<file path="config.mk">
export PLATFORM = sky130hd
export DESIGN_NAME = pc_sequencer
export DESIGN_NICKNAME = d
export VERILOG_FILES = /design/src/rtl/pc_sequencer_pkg.sv /design/src/rtl/pc_align_check.sv /design/src/rtl/pc_sequencer.sv
export SDC_FILE = /design/constraint.sdc
export NUM_CORES = 1
export LEC_CHECK = 0
export BUFFER_PORTS_ARGS = -buffer_cell sky130_fd_sc_hd__buf_2
export CAP_MARGIN = 5
export CORE_ASPECT_RATIO = 0.8
export CORE_MARGIN = 1
export CORE_UTILIZATION = 45
export CTS_CLUSTER_SIZE = 12
export DETAILED_ROUTE_END_ITERATION = 10
export PLACE_DENSITY = 0.75
export SYNTH_ARGS = -nofsm -noshare
export SYNTH_HDL_FRONTEND = slang
export SYNTH_HIERARCHICAL = 1
export SYNTH_SLANG_ARGS = --single-unit
</file>
<file path="constraint.sdc">
create_clock -name clk -period 2.4 [get_ports clk]
set_input_delay 0.24 -clock clk [delete_from_list [all_inputs] [get_ports clk]]
set_output_delay 0.24 -clock clk [all_outputs]
set_load 0.02 [all_outputs]
</file>
<file path="src/rtl/pc_sequencer_pkg.sv">
// Shared definitions for the PC sequencer: FSM state encoding, the
// sequential increment constants and the redirect alignment rule.
package pc_sequencer_pkg;

    // State encoding is visible on the state output: BOOT=0, RUN=1, HALT=2.
    typedef enum logic [1:0] {
        ST_BOOT = 2'd0,
        ST_RUN  = 2'd1,
        ST_HALT = 2'd2
    } state_e;

    // Sequential increments for 16-bit and 32-bit instructions.
    localparam logic [2:0] PC_INC2 = 3'd2;
    localparam logic [2:0] PC_INC4 = 3'd4;

    // A target is misaligned if it is odd, or if it is not word aligned
    // while 16-bit instructions are not supported.
    function automatic logic target_misaligned(input logic bit1,
                                               input logic bit0,
                                               input logic compressed);
        return bit0 | (~compressed & bit1);
    endfunction

endpackage

</file>
<file path="src/rtl/pc_align_check.sv">
// Redirect alignment checker.
// Ports:
//   target_i     - low two bits of the redirect target
//   misaligned_o - high when the target cannot be fetched
// Only bits [1:0] decide alignment, so only they are brought in.
module pc_align_check
    import pc_sequencer_pkg::*;
#(
    parameter bit COMPRESSED = 1'b0
) (
    input  logic [1:0] target_i,
    output logic       misaligned_o
);

    assign misaligned_o = target_misaligned(target_i[1], target_i[0], COMPRESSED);

endmodule

</file>
<file path="src/rtl/pc_sequencer.sv">
// Program counter sequencer with a BOOT/RUN/HALT state machine.
// Ports:
//   clk, reset          - clock, asynchronous active-high reset
//   stall               - hold the PC in RUN
//   inst_compressed     - current instruction is 16-bit (COMPRESSED=1 only)
//   redirect_valid/_target - branch or jump request
//   trap, mret          - exception entry / return to epc
//   halt_req, resume    - enter / leave HALT
//   pc, epc             - registered current PC and exception PC
//   pc_next_seq         - combinational sequential successor of pc
//   pc_valid            - registered, high only in RUN
//   misalign_err        - registered one-cycle pulse after a misaligned redirect
//   state               - registered FSM state (BOOT=0, RUN=1, HALT=2)
module pc_sequencer
    import pc_sequencer_pkg::*;
#(
    parameter int              XLEN         = 32,
    parameter logic [XLEN-1:0] RESET_VECTOR = {XLEN{1'b0}},
    parameter logic [XLEN-1:0] TRAP_VECTOR  = XLEN'(32'h100),
    parameter bit              COMPRESSED   = 1'b0
) (
    input  logic            clk,
    input  logic            reset,
    input  logic            stall,
    input  logic            inst_compressed,
    input  logic            redirect_valid,
    input  logic [XLEN-1:0] redirect_target,
    input  logic            trap,
    input  logic            mret,
    input  logic            halt_req,
    input  logic            resume,
    output logic [XLEN-1:0] pc,
    output logic [XLEN-1:0] pc_next_seq,
    output logic            pc_valid,
    output logic [XLEN-1:0] epc,
    output logic            misalign_err,
    output logic [1:0]      state
);

    state_e          state_q;
    logic [XLEN-1:0] pc_q;
    logic [XLEN-1:0] epc_q;
    logic            pc_valid_q;
    logic            misalign_q;
    logic [XLEN-1:0] inc_s;
    logic            misaligned_s;

    pc_align_check #(
        .COMPRESSED (COMPRESSED)
    ) u_align (
        .target_i     (redirect_target[1:0]),
        .misaligned_o (misaligned_s)
    );

    // Select the sequential increment; inst_compressed only matters when
    // 16-bit instructions are enabled.
    always_comb begin
        inc_s = {{(XLEN-3){1'b0}}, PC_INC4};
        if ((COMPRESSED == 1'b1) && inst_compressed) begin
            inc_s = {{(XLEN-3){1'b0}}, PC_INC2};
        end else begin
            inc_s = {{(XLEN-3){1'b0}}, PC_INC4};
        end
    end

    // The sum is truncated to XLEN bits so the PC wraps with no carry out.
    assign pc_next_seq = pc_q + inc_s;

    // State machine and all architectural PC state.
    always_ff @(posedge clk or posedge reset) begin
        if (reset) begin
            state_q    <= ST_BOOT;
            pc_q       <= RESET_VECTOR;
            epc_q      <= {XLEN{1'b0}};
            pc_valid_q <= 1'b0;
            misalign_q <= 1'b0;
        end else begin
            misalign_q <= 1'b0;
            case (state_q)
                ST_BOOT: begin
                    // Inputs are ignored; pc stays at RESET_VECTOR.
                    state_q    <= ST_RUN;
                    pc_valid_q <= 1'b1;
                end
                ST_RUN: begin
                    if (trap) begin
                        epc_q <= pc_q;
                        pc_q  <= TRAP_VECTOR;
                    end else if (mret) begin
                        pc_q <= epc_q;
                    end else if (redirect_valid) begin
                        if (misaligned_s) begin
                            epc_q      <= pc_q;
                            pc_q       <= TRAP_VECTOR;
                            misalign_q <= 1'b1;
                        end else begin
                            pc_q <= redirect_target;
                        end
                    end else if (halt_req) begin
                        state_q    <= ST_HALT;
                        pc_valid_q <= 1'b0;
                    end else if (stall) begin
                        pc_q <= pc_q;
                    end else begin
                        pc_q <= pc_next_seq;
                    end
                end
                ST_HALT: begin
                    // Only resume is honoured here; pc is frozen.
                    if (resume) begin
                        state_q    <= ST_RUN;
                        pc_valid_q <= 1'b1;
                    end else begin
                        state_q    <= ST_HALT;
                        pc_valid_q <= 1'b0;
                    end
                end
                default: begin
                    state_q    <= ST_BOOT;
                    pc_q       <= RESET_VECTOR;
                    pc_valid_q <= 1'b0;
                end
            endcase
        end
    end

    assign pc           = pc_q;
    assign epc          = epc_q;
    assign pc_valid     = pc_valid_q;
    assign misalign_err = misalign_q;
    assign state        = state_q;

endmodule

</file>
==> metrics <==
CP arrival=2.07 ns; Synth warnings=6; M1 wire length=6.06 mm; gp weighted congestion=0.863; via count=~4.4k; Crit path max-delay family=simple AND/OR/NAND/NOR gates; CP startpoint kind=flop; clk_skew=0.00863 ns; dpl hpwl=9.79 mm; GR Overflow Total=0; floorplan row count=31; number of flops mapped to enable cells by yosys=0; antenna viol nets, final=0; outcome=finished clean; static leakage=0.00282 uW; input/output buffers=139; Syn Inst Count=between 400 and 500; power per cell area=715 mW/mm2; initial antenna violation count=0; wire per inst=a little under 20 um; async set-reset flop share out of synthesis=100%; Placeable Area=between 0.009 and 0.01 mm2; final hold viol count=0; metal3 WL=1.26 mm; clock slew at the register clock pins of the worst setup and hold paths=0.06 ns; CP required=2.16 ns; critical path class=flop to primary output; CTS Buffer Depth=2; largest net degree at the start of global routing=33; cts bufs inserted=9; Seq cells post-synth=68; Final Power=4060 uW; Peak supply drop=0.519 mV; Nets=637; drt drc=0; Hold WC Path Type=primary input to flop; synthesized cell area=between 0.004 and 0.005 mm2; Max Cap Viol=0; GRT Resource Usage Total=28.9%; H-tree depth=3; met2 routed WL=6.26 mm; die area=0.00976 mm2; max-slew violations=0; Fillers=776; ratio of final minimum period to clock period=between 90% and 100%; Syn Area/Cell=~9.5 um2; CTS tree=done; Fin Setup TNS=0 ns; CTS Root Cell=clkbuf_16; vias in the first global route=4034; width of the chip=110 um; RSZ-0062 raised after global routing=no; Slowest-stage cell, CP=dfrtp_1; drt pass-1 iters=5; max layer used=met4; worst-path cell chain=nand2_1 > nor4_2 > nand4_1 > xnor2_1 > buf_2; FMAX=about 0.43 GHz; number of DRC markers in iteration 0=~390; io pins=141; register area share after synthesis=40.4%; commonest non-fill, non-tap cell in the layout=buf_2; layout cell share with drive strength beyond 1=43.5%; Synth cell types=66; first-pass GRT wire length=21.0 mm; worst skew pair latency=0.34 ns; Worst Path Max Fanout=6; clock sinks=68; Area Growth Syn to Fin=34.6%; CP max stage delay=~0.47 ns; most frequent cells in the layout=138 x buf_2, 56 x dfrtp_1, 34 x nand2_1, 34 x buf_4, 32 x mux2_2; Worst Setup End Kind=primary output; drt via density=6.09; die height=88.6 um; headroom to the max-slew limit=44.9%; Slew @ Worst Pin=between 0.8 and 0.9 ns; total wire length=13.8 mm; Antenna Cells=0; commonest register cell after synthesis=dfrtp_1; buffers and inverters on the worst path=1; number of setup violations in the final report=0; Initial Utilization=between 40 and 50%; Post-Syn Nets=485; minimum clock period=2.31 ns
-- sequential cells by signal (all words and copies together) (netlist names) --
| signal | flops |
|---|---|
| epc | 32 |
| pc | 32 |
| state | 2 |
| misalign_err | 1 |
| pc_valid | 1 |
-- worst paths after layout --
kind                              endpoint      from  slack, ns  depth (start not counted)
setup / recovery           pc_next_seq[24]     pc[7]       0.09                          5
hold / removal                    pc_valid    resume       0.22                          3
setup reg to reg                    pc[23]  state[0]       0.29                          6
hold reg to reg                   pc_valid  pc_valid       0.49                          2
max in group asynchronous           pc[18]     reset       1.25                          4
min in group asynchronous          epc[11]     reset       0.52                          3
-- worst register-to-register path: stages, from the launching register on --
cell	delay (ns)
dfrtp_1	0.49
or3b_4	0.48
a211oi_4	0.22
buf_4	0.28
o21ai_1	0.10
or3_1	0.35
nand4_1	0.11
-- stage by stage --
| step | setup WS, ns | std cells | hold slack, ns | util [%] | cell area [um2] |
|---|---|---|---|---|---|
| 6_report | 0.0874 | 715 | 0.219 | 62.5 | 5670 |
| 5_1_grt | 0.00935 | 715 | 0.249 | 62.5 | 5670 |
| 4_1_cts | -0.0137 | 713 | 0.222 | 61.6 | 5590 |
| 3_5_place_dp | 0.280 | 694 | 0.345 | 56.6 | 5140 |
| 3_3_place_gp | 0.317 | 694 | 0.336 | 56.6 | 5140 |
| 2_1_floorplan | 0.265 | 443 | 0.436 | - | 4220 |
-- repair_timing --
| item | in CTS | in global routing |
|---|---|---|
| hold buffers | 1 | 0 |
| setup endpoints to repair | 13 | 19 |
| setup buffers | 2 | 2 |
| hold endpoints to repair | 24 | 0 |
| gates resized for setup | 6 | 21 |
| pin swaps | 1 | 1 |
-- power breakdown --
part           leakage [uW]  total (uW)  internal (uW)  switching [uW]
combinational       0.00173         883            346             537
sequential         0.000896        1380           1250             132
clock              0.000193        1790           1260             533
-- final cells by class --
class                           count  area, um2  area share (%)
Clock buffer                       10        239            4.21
Inverter                           11       41.3           0.728
Timing Repair Buffer              174        976            17.2
Tap cell                          115        144            2.54
Clock inverter                      6        159            2.80
Multi-Input combinational cell    331       2400            42.3
Sequential cell                    68       1720            30.3
-- Yosys cell counts, types with 4 or more instances --
master	number	area, um2
a221oi_1	5	43.8
nor3b_1	5	37.5
xnor2_1	20	175
a22oi_1	12	90.1
a22o_1	7	61.3
nand3_1	14	70.1
nand2_1	36	135
nand2b_1	10	62.6
a211o_1	5	43.8
inv_1	9	33.8
o21ai_1	4	20.0
clkbuf_1	9	33.8
buf_1	8	30.0
xor2_1	8	70.1
dfrtp_1	68	1700
nand4_1	13	81.3
a21oi_1	14	70.1
buf_2	11	55.1
and3_1	4	25.0
nor3_1	12	60.1
or3_1	5	31.3
mux2_2	32	360
o31ai_1	4	30.0
o21ai_0	27	135
nor2_1	29	109
-- cell families (layout without fill, tap and decap cells) --
| logic type | count (synthesis) | after routing | synth area share, % |
|---|---|---|---|
| xor+xnor | 28 | 28 | 5.82 |
| buf+inv | 44 | 201 | 4.87 |
| flops | 68 | 68 | 40.4 |
| mux | 33 | 33 | 8.79 |
| simple gates | 155 | 155 | 20.7 |
| compound gates | 114 | 114 | 19.1 |
| fa+ha+maj | 1 | 1 | 0.297 |
-- routing by layer --
| metal | up-vias | track usage (%) |
|---|---|---|
| met5 | - | 0 |
| met4 | 0 | 9.69 |
| met3 | 20 | 7.14 |
| met2 | 235 | 43.9 |
| met1 | 2152 | 40.4 |
| li1 | 1948 | - |
Note: power is estimated with default switching activity, not from simulation.
